<file path="config.mk">
export PLATFORM = sky130hd
export DESIGN_NAME = time_set_ctrl
export DESIGN_NICKNAME = d
export VERILOG_FILES = /design/src/rtl/time_pkg.sv /design/src/rtl/btn_debounce.sv /design/src/rtl/time_set_ctrl.sv
export SDC_FILE = /design/constraint.sdc
export NUM_CORES = 1
export LEC_CHECK = 0
export BUFFER_PORTS_ARGS = -buffer_cell sky130_fd_sc_hd__clkbuf_2
export CAP_MARGIN = 20
export CORE_MARGIN = 2
export CORE_UTILIZATION = 59
export DETAILED_ROUTE_END_ITERATION = 7
export PLACE_DENSITY = 0.8
export SYNTH_ARGS = -nofsm -noshare
export SYNTH_HDL_FRONTEND = slang
export SYNTH_SLANG_ARGS = --single-unit
</file>
<file path="constraint.sdc">
create_clock -name clk -period 2.6 [get_ports clk]
set_clock_uncertainty 0.05 [all_clocks]
set_input_delay 0 -clock clk [delete_from_list [all_inputs] [get_ports clk]]
set_output_delay 0 -clock clk [all_outputs]
set_load 0.03 [all_outputs]
</file>
<file path="src/rtl/time_pkg.sv">
// Shared types and constants for the time-setting path: edit states, field
// encodings, field widths and wrap-around increment helpers.
package time_pkg;

  localparam int H_W = 5;
  localparam int M_W = 6;
  localparam int S_W = 6;

  localparam logic [H_W-1:0] HOUR_MAX = 5'd23;
  localparam logic [M_W-1:0] MIN_MAX  = 6'd59;
  localparam logic [S_W-1:0] SEC_MAX  = 6'd59;

  typedef enum logic [1:0] {
    IDLE   = 2'd0,
    EDIT_H = 2'd1,
    EDIT_M = 2'd2,
    EDIT_S = 2'd3
  } state_t;

  localparam logic [1:0] FIELD_IDLE = 2'd0;
  localparam logic [1:0] FIELD_H    = 2'd1;
  localparam logic [1:0] FIELD_M    = 2'd2;
  localparam logic [1:0] FIELD_S    = 2'd3;

  function automatic logic [H_W-1:0] inc_hour(input logic [H_W-1:0] v);
    return (v >= HOUR_MAX) ? 5'd0 : v + 5'd1;
  endfunction

  function automatic logic [5:0] inc_sixty(input logic [5:0] v, input logic [5:0] max);
    return (v >= max) ? 6'd0 : v + 6'd1;
  endfunction

endpackage

</file>
<file path="src/rtl/btn_debounce.sv">
// Two-flop synchronizer plus stability counter for one raw push-button;
// emits the accepted level and a one-cycle pulse on its rising edge.
module btn_debounce #(
  parameter int DEBOUNCE_CYCLES = 20000
) (
  input  logic clk,
  input  logic rst,
  input  logic btn,
  output logic level,
  output logic press
);

  localparam int CW = $clog2(DEBOUNCE_CYCLES) + 1;

  logic          sync1;
  logic          sync2;
  logic [CW-1:0] cnt;

  // The counter only advances while the sample disagrees with the accepted level.
  always_ff @(posedge clk or posedge rst) begin
    if (rst) begin
      sync1 <= 1'b0;
      sync2 <= 1'b0;
      cnt   <= '0;
      level <= 1'b0;
      press <= 1'b0;
    end else begin
      sync1 <= btn;
      sync2 <= sync1;
      press <= 1'b0;
      if (sync2 == level) begin
        cnt <= '0;
      end else if (cnt == CW'(DEBOUNCE_CYCLES - 1)) begin
        level <= sync2;
        press <= sync2;
        cnt   <= '0;
      end else begin
        cnt <= cnt + CW'(1);
      end
    end
  end

endmodule

</file>
<file path="src/rtl/time_set_ctrl.sv">
// Button-driven time editor: debounces mode/inc, walks hours/minutes/seconds,
// auto-repeats held increments and strobes load with the edited time.
module time_set_ctrl
  import time_pkg::*;
#(
  parameter int DEBOUNCE_CYCLES = 20000,
  parameter int HOLD_CYCLES     = 500000,
  parameter int REPEAT_CYCLES   = 100000
) (
  input  logic           clk,
  input  logic           rst,
  input  logic           btn_mode,
  input  logic           btn_inc,
  input  logic [H_W-1:0] cur_h,
  input  logic [M_W-1:0] cur_m,
  input  logic [S_W-1:0] cur_s,
  output logic [H_W-1:0] set_h,
  output logic [M_W-1:0] set_m,
  output logic [S_W-1:0] set_s,
  output logic           load,
  output logic [1:0]     edit_field
);

  localparam int RPT_MAX = (HOLD_CYCLES > REPEAT_CYCLES) ? HOLD_CYCLES : REPEAT_CYCLES;
  localparam int CW      = $clog2(RPT_MAX) + 1;

  state_t         state, state_n;
  logic [H_W-1:0] h_n;
  logic [M_W-1:0] m_n;
  logic [S_W-1:0] s_n;
  logic           load_n;
  logic [CW-1:0]  rep_cnt, rep_cnt_n;
  logic           rep_act, rep_act_n;
  logic           inc_fire;
  logic           mode_press, mode_level;
  logic           inc_press, inc_level;
  logic           unused_mode_level;

  assign unused_mode_level = mode_level;

  btn_debounce #(.DEBOUNCE_CYCLES(DEBOUNCE_CYCLES)) u_mode (
    .clk(clk), .rst(rst), .btn(btn_mode), .level(mode_level), .press(mode_press)
  );

  btn_debounce #(.DEBOUNCE_CYCLES(DEBOUNCE_CYCLES)) u_inc (
    .clk(clk), .rst(rst), .btn(btn_inc), .level(inc_level), .press(inc_press)
  );

  // State, shadow time, load strobe and repeat timer registers.
  always_ff @(posedge clk or posedge rst) begin
    if (rst) begin
      state   <= IDLE;
      set_h   <= '0;
      set_m   <= '0;
      set_s   <= '0;
      load    <= 1'b0;
      rep_cnt <= '0;
      rep_act <= 1'b0;
    end else begin
      state   <= state_n;
      set_h   <= h_n;
      set_m   <= m_n;
      set_s   <= s_n;
      load    <= load_n;
      rep_cnt <= rep_cnt_n;
      rep_act <= rep_act_n;
    end
  end

  // Mode transitions take priority; an inc event in the same cycle is dropped
  // because the state change also clears the repeat logic.
  always_comb begin
    state_n   = state;
    h_n       = set_h;
    m_n       = set_m;
    s_n       = set_s;
    load_n    = 1'b0;
    rep_cnt_n = rep_cnt;
    rep_act_n = rep_act;
    inc_fire  = 1'b0;

    case (state)
      IDLE: begin
        if (mode_press) begin
          h_n     = cur_h;
          m_n     = cur_m;
          s_n     = cur_s;
          state_n = EDIT_H;
        end
      end
      EDIT_H:  if (mode_press) state_n = EDIT_M;
      EDIT_M:  if (mode_press) state_n = EDIT_S;
      EDIT_S: begin
        if (mode_press) begin
          load_n  = 1'b1;
          state_n = IDLE;
        end
      end
      default: state_n = IDLE;
    endcase

    if (state_n != state || state == IDLE || !inc_level) begin
      rep_cnt_n = '0;
      rep_act_n = 1'b0;
    end else if (inc_press) begin
      rep_cnt_n = '0;
      rep_act_n = 1'b0;
      inc_fire  = 1'b1;
    end else if (!rep_act) begin
      if (rep_cnt == CW'(HOLD_CYCLES - 1)) begin
        rep_cnt_n = '0;
        rep_act_n = 1'b1;
        inc_fire  = 1'b1;
      end else begin
        rep_cnt_n = rep_cnt + CW'(1);
      end
    end else if (rep_cnt == CW'(REPEAT_CYCLES - 1)) begin
      rep_cnt_n = '0;
      inc_fire  = 1'b1;
    end else begin
      rep_cnt_n = rep_cnt + CW'(1);
    end

    if (inc_fire) begin
      case (state)
        EDIT_H:  h_n = inc_hour(set_h);
        EDIT_M:  m_n = inc_sixty(set_m, MIN_MAX);
        EDIT_S:  s_n = inc_sixty(set_s, SEC_MAX);
        default: h_n = set_h;
      endcase
    end
  end

  assign edit_field = state;

endmodule

</file>
==> impl_metrics.toml <==
[yosys]
synth_ff_type = "dfrtp_1"
ys_top_cells_by_area = "dfrtp_1 51%, nor2_1 6.6%, xor2_1 6.1%"
ys_seq_area_share_pct = 50.5
synth_edf_count = 0
synth_cell_types = 47
synth_area_leader_cell = "dfrtp_1"
netlist.area_leader.share_pct = 50.5
synth_nets = 439
async_flop_share_pct = 100
synth.ff_latch_count = 81
syn_avg_cell_area_um2 = 9.73
synthCells = 412
synth-warning-count = 0
syn_area_um2 = 4010

[detailed_routing]
wire_per_inst_um = 13.9
first_iter_violations = 235
vias = 3170
vias_per_cell = 5.66
drt_pre_antenna_iters = 6
drcViolationCount = 0
antenna_left = 0
wl_um = 7810

[clock_tree]
clk_pin_slew_ps = 80
cts_buffer_depth = 2
cts_buffers = 9
postCtsSetupRepairBufs = 0
cts_max_level = 3
cts_sinks = 81
cts.hold.buffers_added = 20
clk_latency_ps = 350
cts_tree = "built"
cts_root_buf = "clkbuf_8"
cts.repair.resized = 0

[sta]
fmax_mhz = 423
layout_min_cycle_time_ps = 2360
setup_viol = 0
fin_tns_setup_ps = 0
min_period_over_period_pct = 90.9
relSlewSlack_pct = 52.8
rsz0062_at_grt = "false"
drv_slew = 0
hold_violations = 0
worst_slew_pin_slew_ps = 707

[grt]
first_global_vias = 3073
grtUsageTotal_pct = 22.5
grt_start_max_net_pins = 45
antenna_found_initial = 0
grt.overflow.total = 0
grt_pass1_wl_um = 13500

[place]
io_buffers = 40
dpl.hpwl_um = 5180
place_congestion = 0.965
dpl.cell_count = 524

[critical_path]
rrSetupSlack_ps = 240
reg2reg_depth = 7
cp_max_fo = 12
crit_path_start_kind = "flip-flop"
slowest_delay_ps = 410
critPathKind = "reg -> reg"
cp-end-kind = "flip-flop"
crit_chain = "ha_1, nor4b_1, nand4_1, a21oi_4, o21ai_2, and2_1, a221o_1"
crit-reg2reg-launch = "rep_cnt[0]$_DFF_PP0_"
critPathArrivalTime_ps = 2550
crit_path_top_delay_cell = "dfrtp_1"
worstReg2RegEnd = "set_s[3]$_DFF_PP0_"
required_ps = 2790

[flow_run]
cap_violations = 0

[floorplanning]
die_x_um = 86.4
die_y_um = 86.4
core_um2 = 6680
top_level_ports = 41
num_rows = 30
die_area_um2 = 7470
initial_core_util_pct = 60.0

[cells_and_area]
final_cells = 560
fill_cells = 507
areaGrowthSynthToFinish_pct = 16.7
antennaDiodeCount = 0
fin_util_pct = 70.1
drive_gt1_share_pct = 14.0
final_nets = 502

[pwr]
p_per_area_nw_per_um2 = 487
p_leak_nw = 2.08
peakVddDrop_mv = 0.383

[worst_hold_path]
min_path_type = "in -> async"

[status]
status = "completed"
-- power breakdown --
group	internal, W	switching [W]	leakage (nW)
Sequential	0.00127	0.00000985	1.04
Combinational	0.0000417	0.0000473	0.944
Clock	0.000467	0.000442	0.0953
Total	0.00178	0.000500	2.08
-- registers in the layout, indices dropped and copies added (netlist names) --
register and flops:
edit_field 2, load 1, rep_act 1, rep_cnt 20, set_h 5, set_m 6
set_s 6, u_inc.cnt 16, u_inc.level 1, u_inc.press 1, u_inc.sync1 1, u_inc.sync2 1
u_mode.cnt 16, u_mode.level 1, u_mode.press 1, u_mode.sync1 1, u_mode.sync2 1
-- layout make-up --
type / count / area (um2) / share of cell area, %
clock buffers: 11 / 141 / 3.02
clock inverters: 5 / 55.1 / 1.18
well taps: 80 / 100 / 2.14
flip-flops and latches: 81 / 2030 / 43.3
multi-input cells: 313 / 1910 / 40.7
inverters: 7 / 27.5 / 0.588
repair buffers: 63 / 423 / 9.04
-- metal layers --
metal | global-route usage [%] | vias to the layer above | share of wire, %
li1 | - | 1553 | -
met1 | 28.9 | 1532 | 45
met2 | 37.5 | 68 | 49
met3 | 5.33 | 17 | 3.7
met4 | 7.67 | 0 | 1.7
met5 | 0 | - | 0
-- synth_stat cells (2+ instances only) --
master    count
a221o_1       2
o21ai_2       2
dfrtp_1      81
and4_1        3
mux2_2        2
xor2_1       28
o21ai_0       5
o21a_1        3
ha_1          6
xnor2_1      22
nor3_1       10
nand2_1      38
nand4_1      13
o31ai_1       3
nand4b_1      2
nand2b_1      6
and3_1       11
nor3b_1       4
a211oi_1      2
nand3_1      32
nor2_1       70
and2_1        6
mux2i_1       4
a21oi_1       5
a211o_1       3
clkbuf_1      9
o22ai_1       3
nor4b_1       4
a31oi_1       4
nor4_1        3
inv_1         7
nor2b_1       4
-- cells in the final DEF, fill, tap and decap left out, drive strengths merged, types with 6 or more instances in the layout --
master,instances
dfrtp,81
clkbuf,51
and3,12
xor2,28
nor2,70
nand3,32
nand2b,6
o21ai,8
a21oi,6
xnor2,22
inv,6
nand2,38
and2,6
ha,6
nor3,10
dlygate4sd3,20
nand4,13
-- per-stage QoR --
step | power, W | hold WS [ps] | worst slack, ps | area (um2)
after detailed placement | 0.00137 | 60.1 | 257 | 4280
after floorplan | 0.00134 | -18.6 | 470 | 4010
after CTS | 0.00230 | 234 | 239 | 4680
final | 0.00228 | 227 | 238 | 4680
after global routing | 0.00235 | 257 | 85.4 | 4680
after global placement | 0.00137 | 60.6 | 350 | 4280
-- worst max-delay path by stage --
| stage | start | slack (ps) | to | cells past startpoint |
|---|---|---|---|---|
| floorplan | rst | 470 | edit_field[0]$_DFF_PP0_ | 1 |
| global placement | rep_cnt[0]$_DFF_PP0_ | 350 | set_s[3]$_DFF_PP0_ | 7 |
| detailed placement | rep_cnt[0]$_DFF_PP0_ | 260 | set_s[3]$_DFF_PP0_ | 7 |
| CTS | rep_cnt[0]$_DFF_PP0_ | 240 | set_s[3]$_DFF_PP0_ | 7 |
| global route | rep_cnt[0]$_DFF_PP0_ | 90 | set_s[3]$_DFF_PP0_ | 7 |
| finish | rep_cnt[0]$_DFF_PP0_ | 240 | set_s[3]$_DFF_PP0_ | 7 |
-- cell families after synthesis --
family,count (synthesis),share of synthesized area (%)
and+or+nand+nor,212,26.1
adders and majority gates,6,1.87
xor gates and xnor gates,50,10.9
AOI/OAI and AO/OA,39,7.05
buffers and inverters,18,1.90
DFF,81,50.5
muxes,6,1.56
-- worst max-delay path: cells and delay by family (launching register included) --
kind	cells	cell delay, ps
AO/OA/AOI/OAI	3	770
adder cells (fa/ha/maj)	1	270
AND/OR/NAND/NOR	3	760
flip-flops	1	410
(Power assumes the default switching activity.)
